[src/rtl/cmp_pkg.sv]
// Shared types and sizing for the bit-serial comparator path.
// Frame length depends on CMP_SER_PARITY_EN (adds one even-parity bit per frame).
// No logic of its own; no handshake.
package cmp_pkg;

    typedef enum logic {
        IDLE  = 1'b0,
        SHIFT = 1'b1
    } tx_state_e;

    localparam int CMP_WIDTH = 8;

    function automatic int cmp_flen(input int width);
`ifdef CMP_SER_PARITY_EN
        return width + 1;
`else
        return width;
`endif
    endfunction

endpackage

[src/rtl/cmp_ser_tx_if.sv]
// Parallel operand handshake plus serial frame outputs of the operand transmitter.
// No storage; latency is set by the transmitter.
// in_valid/in_ready handshake on the parallel side; the serial side has no backpressure.
interface cmp_ser_tx_if
    import cmp_pkg::*;
#(
    parameter int WIDTH = CMP_WIDTH
);
    logic             in_valid;
    logic             in_ready;
    logic [WIDTH-1:0] in_data;
    logic             ser_bit;
    logic             ser_vld;
    logic             ser_first;
    logic             ser_last;
    logic             busy;

    modport master (
        output in_valid, in_data,
        input  in_ready, ser_bit, ser_vld, ser_first, ser_last, busy
    );

    modport slave (
        input  in_valid, in_data,
        output in_ready, ser_bit, ser_vld, ser_first, ser_last, busy
    );
endinterface

[src/rtl/cmp_bitcnt.sv]
// Loadable down-counter tracking position within a serial frame, with registered full/one flags.
// Latency: flags describe the count held after the same edge that loads or decrements it.
// No backpressure; load takes priority over dec and the count never goes below zero.
module cmp_bitcnt #(
    parameter int CW   = 4,
    parameter int FLEN = 8
) (
    input  logic          clk,
    input  logic          rst,
    input  logic          load,
    input  logic [CW-1:0] load_val,
    input  logic          dec,
    output logic          is_full,
    output logic          is_one
);
    localparam logic [CW-1:0] FULL_C = CW'(FLEN);
    localparam logic [CW-1:0] ONE_C  = CW'(1);

    logic [CW-1:0] cnt_q;
    logic [CW-1:0] cnt_d;

    always_comb begin
        cnt_d = cnt_q;
        if (load) begin
            cnt_d = load_val;
        end else if (dec && (cnt_q != '0)) begin
            cnt_d = cnt_q - ONE_C;
        end
    end

    // Flags are computed from the next count so they come straight out of flops.
    always_ff @(posedge clk) begin
        if (rst) begin
            cnt_q   <= '0;
            is_full <= 1'b0;
            is_one  <= 1'b0;
        end else begin
            cnt_q   <= cnt_d;
            is_full <= (cnt_d == FULL_C);
            is_one  <= (cnt_d == ONE_C);
        end
    end
endmodule

[src/rtl/cmp_ser_tx.sv]
// Bit-serial operand transmitter: parallel word in, MSB-first frame out with first/last markers.
// Latency: first bit the cycle after accept, FLEN bits per frame, back-to-back with no gap.
// Backpressure: in_ready only when idle or on a frame's last bit; CMP_SER_PARITY_EN appends even parity.
module cmp_ser_tx
    import cmp_pkg::*;
#(
    parameter int WIDTH = CMP_WIDTH
) (
    input  logic        clk,
    input  logic        rst,
    cmp_ser_tx_if.slave bus
);
    localparam int FLEN = cmp_flen(WIDTH);
    localparam int CW   = $clog2(WIDTH + 2);
    localparam logic [CW-1:0] FLEN_C = CW'(FLEN);

    tx_state_e       state_q;
    tx_state_e       state_d;
    logic [FLEN-1:0] sr_q;
    logic [FLEN-1:0] frame;
    logic            accept;
    logic            cnt_full;
    logic            cnt_one;
    logic            shifting;

    assign shifting     = (state_q == SHIFT);
    assign bus.in_ready = (state_q == IDLE) || cnt_one;
    assign accept       = bus.in_valid && bus.in_ready;

`ifdef CMP_SER_PARITY_EN
    assign frame = {bus.in_data, ^bus.in_data};
`else
    assign frame = bus.in_data;
`endif

    always_comb begin
        state_d = state_q;
        case (state_q)
            IDLE:    if (accept) state_d = SHIFT;
            SHIFT:   if (cnt_one && !accept) state_d = IDLE;
            default: state_d = IDLE;
        endcase
    end

    // Zero fill means the register is empty again once a frame drains, so ser_bit idles at 0.
    always_ff @(posedge clk) begin
        if (rst) begin
            state_q <= IDLE;
            sr_q    <= '0;
        end else begin
            state_q <= state_d;
            if (accept) begin
                sr_q <= frame;
            end else if (shifting) begin
                sr_q <= {sr_q[FLEN-2:0], 1'b0};
            end
        end
    end

    cmp_bitcnt #(
        .CW   (CW),
        .FLEN (FLEN)
    ) u_bitcnt (
        .clk      (clk),
        .rst      (rst),
        .load     (accept),
        .load_val (FLEN_C),
        .dec      (shifting && !accept),
        .is_full  (cnt_full),
        .is_one   (cnt_one)
    );

    assign bus.ser_bit   = sr_q[FLEN-1];
    assign bus.ser_vld   = shifting;
    assign bus.busy      = shifting;
    assign bus.ser_first = cnt_full;
    assign bus.ser_last  = cnt_one;
endmodule

[src/flat_wrapper.sv]
// flat-port wrapper written by rule: the top's interface ports become plain ports
module cmp_ser_tx_flat import cmp_pkg::*;
#(
    parameter int WIDTH = CMP_WIDTH
)
  (clk, rst, bus_in_valid, bus_in_data, bus_in_ready, bus_ser_bit, bus_ser_vld, bus_ser_first, bus_ser_last, bus_busy);
  cmp_ser_tx_if #(.WIDTH(WIDTH)) bus_i ();
  input  logic clk;
  input  logic rst;
  input wire logic [$bits(bus_i.in_valid)-1:0] bus_in_valid;
  input wire logic [$bits(bus_i.in_data)-1:0] bus_in_data;
  output wire logic [$bits(bus_i.in_ready)-1:0] bus_in_ready;
  output wire logic [$bits(bus_i.ser_bit)-1:0] bus_ser_bit;
  output wire logic [$bits(bus_i.ser_vld)-1:0] bus_ser_vld;
  output wire logic [$bits(bus_i.ser_first)-1:0] bus_ser_first;
  output wire logic [$bits(bus_i.ser_last)-1:0] bus_ser_last;
  output wire logic [$bits(bus_i.busy)-1:0] bus_busy;
  assign bus_i.in_valid = bus_in_valid;
  assign bus_i.in_data = bus_in_data;
  assign bus_in_ready = bus_i.in_ready;
  assign bus_ser_bit = bus_i.ser_bit;
  assign bus_ser_vld = bus_i.ser_vld;
  assign bus_ser_first = bus_i.ser_first;
  assign bus_ser_last = bus_i.ser_last;
  assign bus_busy = bus_i.busy;
  cmp_ser_tx #(.WIDTH(WIDTH)) u_core (.clk(clk), .rst(rst), .bus(bus_i));
endmodule
[config.mk]
export PLATFORM = sky130hd
export DESIGN_NAME = cmp_ser_tx_flat
export DESIGN_NICKNAME = d
export VERILOG_FILES = /design/src/rtl/cmp_pkg.sv /design/src/rtl/cmp_ser_tx_if.sv /design/src/rtl/cmp_bitcnt.sv /design/src/rtl/cmp_ser_tx.sv /design/src/flat_wrapper.sv
export SDC_FILE = /design/constraint.sdc
export NUM_CORES = 1
export LEC_CHECK = 0
export CORE_UTILIZATION = 55
export CTS_CLUSTER_SIZE = 12
export DETAILED_ROUTE_END_ITERATION = 10
export DONT_BUFFER_PORTS = 1
export PLACE_DENSITY_LB_ADDON = 0.05
export SLEW_MARGIN = 20
export SYNTH_ARGS = -nofsm -noshare
export SYNTH_HDL_FRONTEND = slang
export SYNTH_SLANG_ARGS = --single-unit
[constraint.sdc]
create_clock -name clk -period 3.9 [get_ports clk]
set_input_delay 0.585 -clock clk [delete_from_list [all_inputs] [get_ports clk]]
set_output_delay 0.585 -clock clk [all_outputs]
set_load 0.01 [all_outputs]
==> impl_metrics.tcl <==
set metrics [dict create \
    status "finished, final reports clean" \
    vias_per_cell 5.71 \
    drc 0 \
    drive_gt1_share_pct 10.3 \
    avgRoutedWirePerCell_um 13.1 \
    clock-sinks 15 \
    grt_pass1_vias 445 \
    combPwrFrac_pct 15.9 \
    cts-hold-fix-buffers 0 \
    worstPathArrival_ns 1.53 \
    syn_nets 91 \
    h-tree-depth 1 \
    routed-via-count 525 \
    grt_pass1_wl_um 1850 \
    rsz0062_at_grt "false" \
    synthesis.area_um2 739 \
    insertedDiodeCount 0 \
    cts_buffers 3 \
    final_nets 91 \
    postCtsSetupRepairBufs 0 \
    total_power_w 0.000322 \
    antenna_left 0 \
    power.switching_w 0.0000913 \
    coreArea_um2 1170 \
    ys_top_cells_by_area "dfxtp_1, mux2i_1, a211oi_1" \
    initial_core_util_pct 63.1 \
    syn_to_final_growth_pct 1.02 \
    port_buffers 0 \
    slew_headroom_pct 51.3 \
    peakVddDrop_v 0.000248 \
    synth.ff_latch_count 15 \
    rows 12 \
    clkLatencyLatePin_ns 0.29 \
    setup_viol 0 \
    synth_cells 79 \
    rrSetupSlack_ns 1.93 \
    cts_tree "built" \
    clk_pin_slew_ns 0.09 \
    grt_overflow 0 \
    critPathCaptureType "primary output" \
    die_h_um 38.7 \
    fmax_ghz 0.474 \
    gp_congestion 0.801 \
    grt_max_degree 16 \
    synth_top_cell_by_area "dfxtp_1" \
    synth_edf_count 0 \
    wl_um 1200 \
    seqPwrFrac_pct 56.0 \
    drt_iter0_markers 2 \
    yosys.area.top_type_share_pct 40.6 \
    die_area_um2 1490 \
    synth.distinct_cells 29 \
    drv_cap 0 \
    period_needed_ns 2.11 \
    cts_resized 0 \
    cell_internal_pwr_w 0.000231 \
    hpwl_um 850 \
    track_usage_pct 18.5 \
    yosysSeqAreaShare_pct 40.6 \
    cts_max_path_buffers 2 \
    drt-pass1-iter-count 3 \
    antenna_found_initial 0 \
    cts_root_buffer "clkbuf_4" \
    min_path_type "in2reg" \
    maxSlewViolCount 0 \
    ios 17 \
    synth_warnings 0 \
    cp.required_ns 3.31 \
    finalWorstSetupSlack_ns 1.79 \
    worst_setup_path_start_kind "flop" \
    fin_tns_setup_ns 0 \
    p_leak_nw 0.287 \
    critPathMaxFanout 15 \
    swShare_pct 28.4 \
    synthFlopType "dfxtp_1" \
    hold_violations 0 \
    die_w_um 38.7 \
    avgSynthCellArea_um2 9.36 \
    dp_slack_ns 1.93 \
    powerDensity_nw_per_um2 431 \
    clock_skew_ns 0.000907 \
    path_class "reg2out" \
    worstMarginPinSlew_ns 0.729 \
    synthArstFlopShare_pct 0 \
    clkPwrFrac_pct 28.1 \
    fin_crit_sh_pct 54.1 \
]
==> power by group through the flow <==
stage                     clock network [W]  registers [W]  logic [W]
after floorplan                           0       0.000178  0.0000535
after global placement                    0       0.000184  0.0000512
after detailed placement                  0       0.000184  0.0000511
after CTS                         0.0000914       0.000180  0.0000518
after global routing              0.0000971       0.000182  0.0000580
final                             0.0000904       0.000180  0.0000513
==> worst max-delay path, cell delays in order, from the launching register on <==
cell     delay, ns
dfxtp_1       0.80
nor2b_1       0.29
inv_1         0.14
==> state kept, by name (all words and copies together), names as in the netlist <==
register,cells
u_core.bus.busy,1
u_core.sr_q,8
u_core.u_bitcnt.cnt_q,4
u_core.u_bitcnt.is_full,1
u_core.u_bitcnt.is_one,1
==> metal layers <==
layer	GRT usage, %	vias up	part of all wire [%]
li1	-	280	-
met1	24.6	226	53
met2	25.8	14	39
met3	5.78	5	5.9
met4	10.3	0	2.5
met5	0	-	0
==> cell type report <==
type / count / area (µm²)
multi-input cells: 53 / 379
inverters: 6 / 22.5
flip-flops and latches: 15 / 300
clock inverters: 1 / 5.00
well taps: 14 / 17.5
clock buffers: 3 / 22.5
fillers: 107 / 424
==> layout by cell type (no fill, tap or decap), drive strengths merged, types with 2 or more instances in the layout <==
cell,Yosys,routed
o21a,2,2
a21oi,3,3
a211oi,7,7
nor2,10,10
dfxtp,15,15
nand2,2,2
mux2i,7,7
nor4,2,2
inv,6,6
nor2b,4,4
clkbuf,2,3
nor3b,3,3
==> per-stage QoR <==
stage | utilization, % | instance area [µm²] | hold WS (ns) | std cells
3_5_place_dp | 61.4 | 719 | 0.543 | 88
6_report | 63.8 | 747 | 0.353 | 92
3_3_place_gp | 61.4 | 719 | 0.546 | 88
5_1_grt | 63.8 | 747 | 0.342 | 92
2_1_floorplan | - | 739 | 0.524 | 79
4_1_cts | 63.8 | 747 | 0.352 | 92
==> final timing paths <==
path                                 startpoint                        to  cells after the start
worst min register to register   u_core.sr_q[2]            u_core.sr_q[2]                      2
worst max-delay path            u_core.bus.busy              bus_in_ready                      2
worst min-delay path                        rst  u_core.u_bitcnt.cnt_q[1]                      1
worst max register to register  u_core.bus.busy            u_core.sr_q[1]                      5
==> synth_stat cells, types with 2 or more instances <==
master,count
dfxtp_1,15
inv_1,6
buf_4,2
nor2b_1,4
o21a_1,2
nor2_1,10
mux2i_1,7
nor3b_1,3
a211oi_1,7
a21oi_1,3
nand2_1,2
==> kinds of logic after synthesis <==
| kind of cell | after synthesis | share of synthesized area (%) |
|---|---|---|
| compound gates | 20 | 20.8 |
| fa+ha+maj | 1 | 1.69 |
| buf+inv | 11 | 8.12 |
| flops | 15 | 40.6 |
| mux | 8 | 11.0 |
| simple gates | 24 | 17.8 |
Note: power is estimated with default switching activity, not from simulation.
